[config.mk]
export PLATFORM = sky130hd
export DESIGN_NAME = multicycle_controller
export DESIGN_NICKNAME = d
export VERILOG_FILES = /design/src/rtl/multicycle_controller.sv
export SDC_FILE = /design/constraint.sdc
export NUM_CORES = 1
export LEC_CHECK = 0
export ABC_AREA = 1
export CAP_MARGIN = 20
export CORE_MARGIN = 2
export CORE_UTILIZATION = 45
export CTS_CLUSTER_DIAMETER = 200
export DETAILED_ROUTE_END_ITERATION = 10
export GPL_TIMING_DRIVEN = 0
export PLACE_DENSITY = 0.77
export SLEW_MARGIN = 30
export SYNTH_ARGS = -nofsm -noshare
export SYNTH_HDL_FRONTEND = slang
export SYNTH_SLANG_ARGS = --single-unit
[constraint.sdc]
create_clock -name clk -period 3.1 [get_ports clk]
set_input_delay 0.31 -clock clk [delete_from_list [all_inputs] [get_ports clk]]
set_output_delay 0.31 -clock clk [all_outputs]
set_load 0.02 [all_outputs]
[src/rtl/multicycle_controller.sv]
// Multi-cycle sequencing controller: steps each instruction through FETCH/DECODE/EXEC/MEM/WB.
// Define ILLEGAL_TRAP_EN to trap unlisted opcodes into HALT; otherwise they run as ADD.
module multicycle_controller #(
  parameter int RETIRE_W = 16
) (
  input  logic                clk,
  input  logic                rst,
  input  logic                run,
  input  logic [3:0]          opcode,
  input  logic                zero,
  input  logic                mem_ready,
  output logic                mem_req,
  output logic                mem_we,
  output logic                iord,
  output logic                ir_write,
  output logic                pc_write,
  output logic                pc_write_cond,
  output logic                pc_src,
  output logic                alu_src_a,
  output logic [1:0]          alu_src_b,
  output logic [1:0]          alu_op,
  output logic                reg_write,
  output logic                reg_dest,
  output logic                mem_to_reg,
  output logic                jal,
  output logic [2:0]          state,
  output logic                retire,
  output logic [RETIRE_W-1:0] retired_count,
  output logic                illegal
);
  typedef enum logic [2:0] {
    S_FETCH = 3'd0, S_DECODE = 3'd1, S_EXEC = 3'd2, S_MEM = 3'd3, S_WB = 3'd4, S_HALT = 3'd5
  } state_t;
  typedef enum logic [2:0] {K_ADD, K_NDU, K_LW, K_SW, K_BEQ, K_JAL, K_ILL} kind_t;

  state_t              state_q, state_d;
  kind_t               kind_q, kind_d;
  logic                pend_q, pend_d;
  logic                ill_q, ill_d;
  logic [RETIRE_W-1:0] cnt_q, cnt_d;

  logic       req_c, we_c, iord_c, irw_c, pcw_c, pcwc_c, pcsrc_c, asa_c;
  logic [1:0] asb_c, aop_c;
  logic       rw_c, rd_c, m2r_c, jal_c, ret_c;

  // The branch decision is made by the datapath gating pc_write_cond with zero.
  logic unused_zero;
  assign unused_zero = zero;

  function automatic kind_t decode(input logic [3:0] op);
    case (op)
      4'b0000: decode = K_ADD;
      4'b0010: decode = K_NDU;
      4'b0100: decode = K_LW;
      4'b0101: decode = K_SW;
      4'b1100: decode = K_BEQ;
      4'b1000: decode = K_JAL;
`ifdef ILLEGAL_TRAP_EN
      default: decode = K_ILL;
`else
      default: decode = K_ADD;
`endif
    endcase
  endfunction

  always_comb begin
    state_d = state_q; kind_d = kind_q; pend_d = pend_q; ill_d = ill_q; cnt_d = cnt_q;
    req_c = 1'b0; we_c = 1'b0; iord_c = 1'b0; irw_c = 1'b0; pcw_c = 1'b0; pcwc_c = 1'b0;
    pcsrc_c = 1'b0; asa_c = 1'b0; asb_c = 2'b00; aop_c = 2'b00;
    rw_c = 1'b0; rd_c = 1'b0; m2r_c = 1'b0; jal_c = 1'b0; ret_c = 1'b0;
    case (state_q)
      S_FETCH: begin
        // Once a fetch has been requested it is held even if run drops.
        req_c = run | pend_q;
        if (req_c) begin
          if (mem_ready) begin
            irw_c = 1'b1; pcw_c = 1'b1; asb_c = 2'b01;
            pend_d = 1'b0; state_d = S_DECODE;
          end else begin
            pend_d = 1'b1;
          end
        end
      end
      S_DECODE: begin
        kind_d  = decode(opcode);
        state_d = S_EXEC;
`ifdef ILLEGAL_TRAP_EN
        if (kind_d == K_ILL) begin
          state_d = S_HALT;
          ill_d   = 1'b1;
        end
`endif
      end
      S_EXEC: begin
        case (kind_q)
          K_LW, K_SW: begin
            asa_c = 1'b1; asb_c = 2'b10; state_d = S_MEM;
          end
          K_BEQ: begin
            asa_c = 1'b1; aop_c = 2'b01; pcwc_c = 1'b1; pcsrc_c = 1'b1; ret_c = 1'b1;
            state_d = S_FETCH;
          end
          K_JAL: begin
            rw_c = 1'b1; jal_c = 1'b1; pcw_c = 1'b1; pcsrc_c = 1'b1; ret_c = 1'b1;
            state_d = S_FETCH;
          end
          K_NDU: begin
            asa_c = 1'b1; aop_c = 2'b10; state_d = S_WB;
          end
          default: begin
            asa_c = 1'b1; state_d = S_WB;
          end
        endcase
      end
      S_MEM: begin
        req_c = 1'b1; iord_c = 1'b1; we_c = (kind_q == K_SW);
        if (mem_ready) begin
          if (kind_q == K_SW) begin
            ret_c = 1'b1; state_d = S_FETCH;
          end else begin
            state_d = S_WB;
          end
        end
      end
      S_WB: begin
        rw_c = 1'b1; ret_c = 1'b1; state_d = S_FETCH;
        if (kind_q == K_LW) begin
          m2r_c = 1'b1;
        end else begin
          asa_c = 1'b1; rd_c = 1'b1;
          aop_c = (kind_q == K_NDU) ? 2'b10 : 2'b00;
        end
      end
      S_HALT: state_d = S_HALT;
      default: state_d = S_FETCH;
    endcase
    if (ret_c) cnt_d = cnt_q + RETIRE_W'(1);
  end

  always_ff @(posedge clk) begin
    if (rst) begin
      state_q <= S_FETCH;
      kind_q  <= K_ADD;
      pend_q  <= 1'b0;
      ill_q   <= 1'b0;
      cnt_q   <= '0;
    end else begin
      state_q <= state_d;
      kind_q  <= kind_d;
      pend_q  <= pend_d;
      ill_q   <= ill_d;
      cnt_q   <= cnt_d;
    end
  end

  // Everything is forced low during reset so an abandoned access cannot write or retire.
  assign mem_req       = ~rst & req_c;
  assign mem_we        = ~rst & we_c;
  assign iord          = ~rst & iord_c;
  assign ir_write      = ~rst & irw_c;
  assign pc_write      = ~rst & pcw_c;
  assign pc_write_cond = ~rst & pcwc_c;
  assign pc_src        = ~rst & pcsrc_c;
  assign alu_src_a     = ~rst & asa_c;
  assign alu_src_b     = rst ? 2'b00 : asb_c;
  assign alu_op        = rst ? 2'b00 : aop_c;
  assign reg_write     = ~rst & rw_c;
  assign reg_dest      = ~rst & rd_c;
  assign mem_to_reg    = ~rst & m2r_c;
  assign jal           = ~rst & jal_c;
  assign retire        = ~rst & ret_c;
  assign state         = rst ? 3'd0 : state_q;
  assign retired_count = rst ? '0 : cnt_q;
  assign illegal       = ~rst & ill_q;
endmodule

==> Implementation_results.wiki <==
{| class="wikitable"
! Metric !! Value
|-
| Outcome || complete, no violations
|-
| Required time of the worst setup path || 2790 ps
|-
| Number of global-route vias before repair || 1348
|-
| Largest net degree at the start of global routing || 13
|-
| Count of buffering cells on the critical path with inverters included || 3
|-
| Most common cell after layout, fill and taps aside || sky130_fd_sc_hd__nor2_1
|-
| Launching element type of the critical path || register
|-
| Worst setup slack for register-to-register paths || 1600 ps
|-
| Placeable core area || 3130 sq um
|-
| FF-to-FF path depth || 8
|-
| Die W || 61.8 um
|-
| Share of final-layout standard cells stronger than drive strength 1 || 5.61%
|-
| Clock network latency to the later pin of the worst-skew pair || 310 ps
|-
| Sequential element share of the synthesized area || 30.6%
|-
| Max-cap violations || 0
|-
| Area share of fa/ha/maj cells after synthesis || 0.832%
|-
| Rel. slew slack || between 60% and 70%
|-
| Parity-gate share of the synthesized area counting xor and xnor cells || less than 1%
|-
| Net count after synthesis || about 270
|-
| Final RePlAce weighted congestion || 0.854
|-
| Worst Path Class, Setup || reg2out
|-
| Capture point of the worst path || retire
|-
| Synthesized flop and latch total || 23
|-
| DR vias || around 1.7k
|-
| Count of unresolved DRC violations after routing || 0
|-
| Combined area of all synthesized cells || 1500 sq um
|-
| Number of standard-cell rows in the floorplan || 20
|-
| Detailed-placement wirelength estimate || roughly 2800 um
|-
| Critical-path cell list || nand2_1, nor2_1, nand3_2, nand2_2, buf_6, inv_2, nor2_4, clkdlybuf4s50_1
|-
| Hold Crit Class || in2reg
|-
| Initial antenna violation count || 0
|-
| Worst-path clk slew || 120 ps
|-
| Number of antenna diodes || 0
|-
| Maximum clock skew at final layout || 1.77 ps
|-
| Iteration-0 DRC count of the detailed router || 70
|-
| Layout Area Growth over Synthesis || 33.4%
|-
| Fin area || 2010 sq um
|-
| Post-synthesis share of cell area spent on and, or, nand and nor gates || 41.8%
|-
| Power per cell area || between 300 and 400 nW/um^2
|-
| Die Footprint || 3820 sq um
|-
| # H-tree levels || 1
|-
| CP Capture Type || output pin
|-
| Wire length of the first global-routing pass || roughly 5800 um
|-
| I/O Pins || 46
|-
| Clock sink count || 23
|-
| Crit path launch || state_q[0]
|-
| Post-cts sizing count || 0
|-
| End of the worst register-to-register path || cnt_q[14]
|-
| Global-route total usage across every layer || 20.1%
|-
| Dpl cell area || between 1500 and 2000 sq um
|-
| Fraction of the mapped netlist area in compound gates || 12.6%
|-
| Initial core utilization || 48.1%
|-
| Overflow after GRT || 0
|-
| Number of nets in the layout || between 300 and 400
|-
| Final worst-path cycle share || 78.0%
|-
| Clock tree buffer depth || 2
|-
| CTS tree || done
|-
| Launch point of the worst hold path || rst
|-
| DRT Pass-1 Iters || 4
|-
| Number of cells on the critical path || 8
|-
| Final Setup Violations || 0
|-
| Average vias per placed instance || 4.79
|-
| Peak ir drop on the vdd network || between 0.0002 and 0.0003 V
|-
| Unique cell type count in the Yosys netlist || 28
|-
| Largest fanout on the critical path || 10
|-
| Setup TNS || 0 ps
|-
| Syn Area/Cell || 5.85 sq um
|-
| Total setup buffers inserted after CTS || 0
|-
| Dominant delay contributor by cell family on the critical path || buffers and inverters
|-
| Per-cell routed wire length || 10.5 um
|-
| Post-detailed-route count of antenna-violating nets || 0
|-
| Post-cts hold buffer count || 0
|-
| Fmax || 0.414 GHz
|-
| Worst reg2reg startpoint || cnt_q[0]
|-
| Transition time at the pin with the least slew margin || 517 ps
|-
| Total number of yosys warnings || 0
|-
| Final Hold Fails || 0
|-
| Gate count of the mapped netlist || 257
|-
| Maximum single-stage delay on the critical path || ~600 ps
|-
| CTS buffer count || 3
|-
| Minimum period implied by the final worst setup slack || 2420 ps
|-
| Mux contribution to synthesized area || 0%
|-
| Max Transition Viols Final || 0
|-
| Slowest CP cell || sky130_fd_sc_hd__clkdlybuf4s50_1
|-
| Worst hold path stage count || 2
|-
| Highest-count cells in the layout ignoring fill and taps || 64 x sky130_fd_sc_hd__nor2_1, 51 x sky130_fd_sc_hd__nand2_1, 42 x sky130_fd_sc_hd__clkdlybuf4s50_1
|-
| LEAKAGE || 0.799 nW
|-
| Main combinational cell family by area after synthesis || simple AND/OR/NAND/NOR gates
|-
| Endpoint arrival time on the critical path || around 2100 ps
|-
| Number of port buffers || 42
|-
| RSZ-0062 raised after global routing || no
|-
| Total wire length after detailed routing || between 3000 and 4000 um
|-
| Root buf cell || sky130_fd_sc_hd__clkbuf_4
|-
| Height of the chip || 61.8 um
|}
==> worst min path at each step <==
stage          slack, ps         to
2_1_floorplan        450  cnt_q[15]
3_3_place_gp         470  cnt_q[15]
3_5_place_dp         480  cnt_q[15]
4_1_cts              290  kind_q[2]
5_1_grt              300  kind_q[2]
6_report             290  kind_q[1]
==> state kept, by name, indices dropped and copies added, names as in the netlist <==
| register | count |
|---|---|
| cnt_q | 16 |
| pend_q | 1 |
| kind_q | 3 |
| state_q | 3 |
==> cells in the mapped netlist (all sizes together) <==
cell	n	area share, %
nor2	68	18
nand2	53	14
inv	38	9.5
dfxtp	23	31
a21oi	19	6.3
nand3	19	6.7
o21ai	10	3.3
buf	7	3.4
nor3	6	2.0
nand4	3	1.2
a211oi	2	1.0
clkbuf	2	0.50
a31oi	1	0.42
conb	1	0.25
ha	1	0.83
o2111ai	1	0.58
o21a	1	0.50
o22ai	1	0.42
xor2	1	0.58
==> where the power goes <==
group          switching (mW)  internal, mW
combinational           0.159        0.0940
sequential             0.0261         0.320
clock                  0.0906        0.0503
total                   0.276         0.464
==> stage by stage <==
stage | util, % | cells | hold slack [ps] | setup slack, ps | power, mW
2_1_floorplan | - | 257 | 453 | 1290 | 0.520
3_3_place_gp | 63.3 | 343 | 466 | 847 | 0.601
3_5_place_dp | 63.3 | 343 | 480 | 831 | 0.605
4_1_cts | 64.1 | 347 | 287 | 665 | 0.747
5_1_grt | 64.1 | 347 | 298 | 557 | 0.792
6_report | 64.1 | 347 | 286 | 682 | 0.740
==> logic make-up (layout without fill, tap and decap cells) <==
family / after synthesis / after routing
xor+xnor: 1 / 1
compound gates: 35 / 35
flops: 23 / 23
buf+inv: 47 / 93
other cells: 1 / 1
simple gates: 149 / 149
fa+ha+maj: 1 / 1
==> cell type report <==
type	instances	area (sq um)
Buffer	9	58.8
Clock buffer	4	26.3
Fill cell	314	1120
Inverter	38	143
Multi-Input combinational cell	187	842
Sequential cell	23	460
Tap cell	44	55.1
Timing Repair Buffer	42	420
==> metal layers <==
metal  global-route usage (%)  up-vias  wire length [um]  part of all wire (%)
met4                     3.65        0                22                  0.61
met5                        0        -                 0                     0
met2                     31.0       45              1640                    45
met3                     4.35        2               210                   5.8
met1                     29.1      720              1760                    48
li1                         -      895                 -                     -
Note: power is estimated with default switching activity, not from simulation.
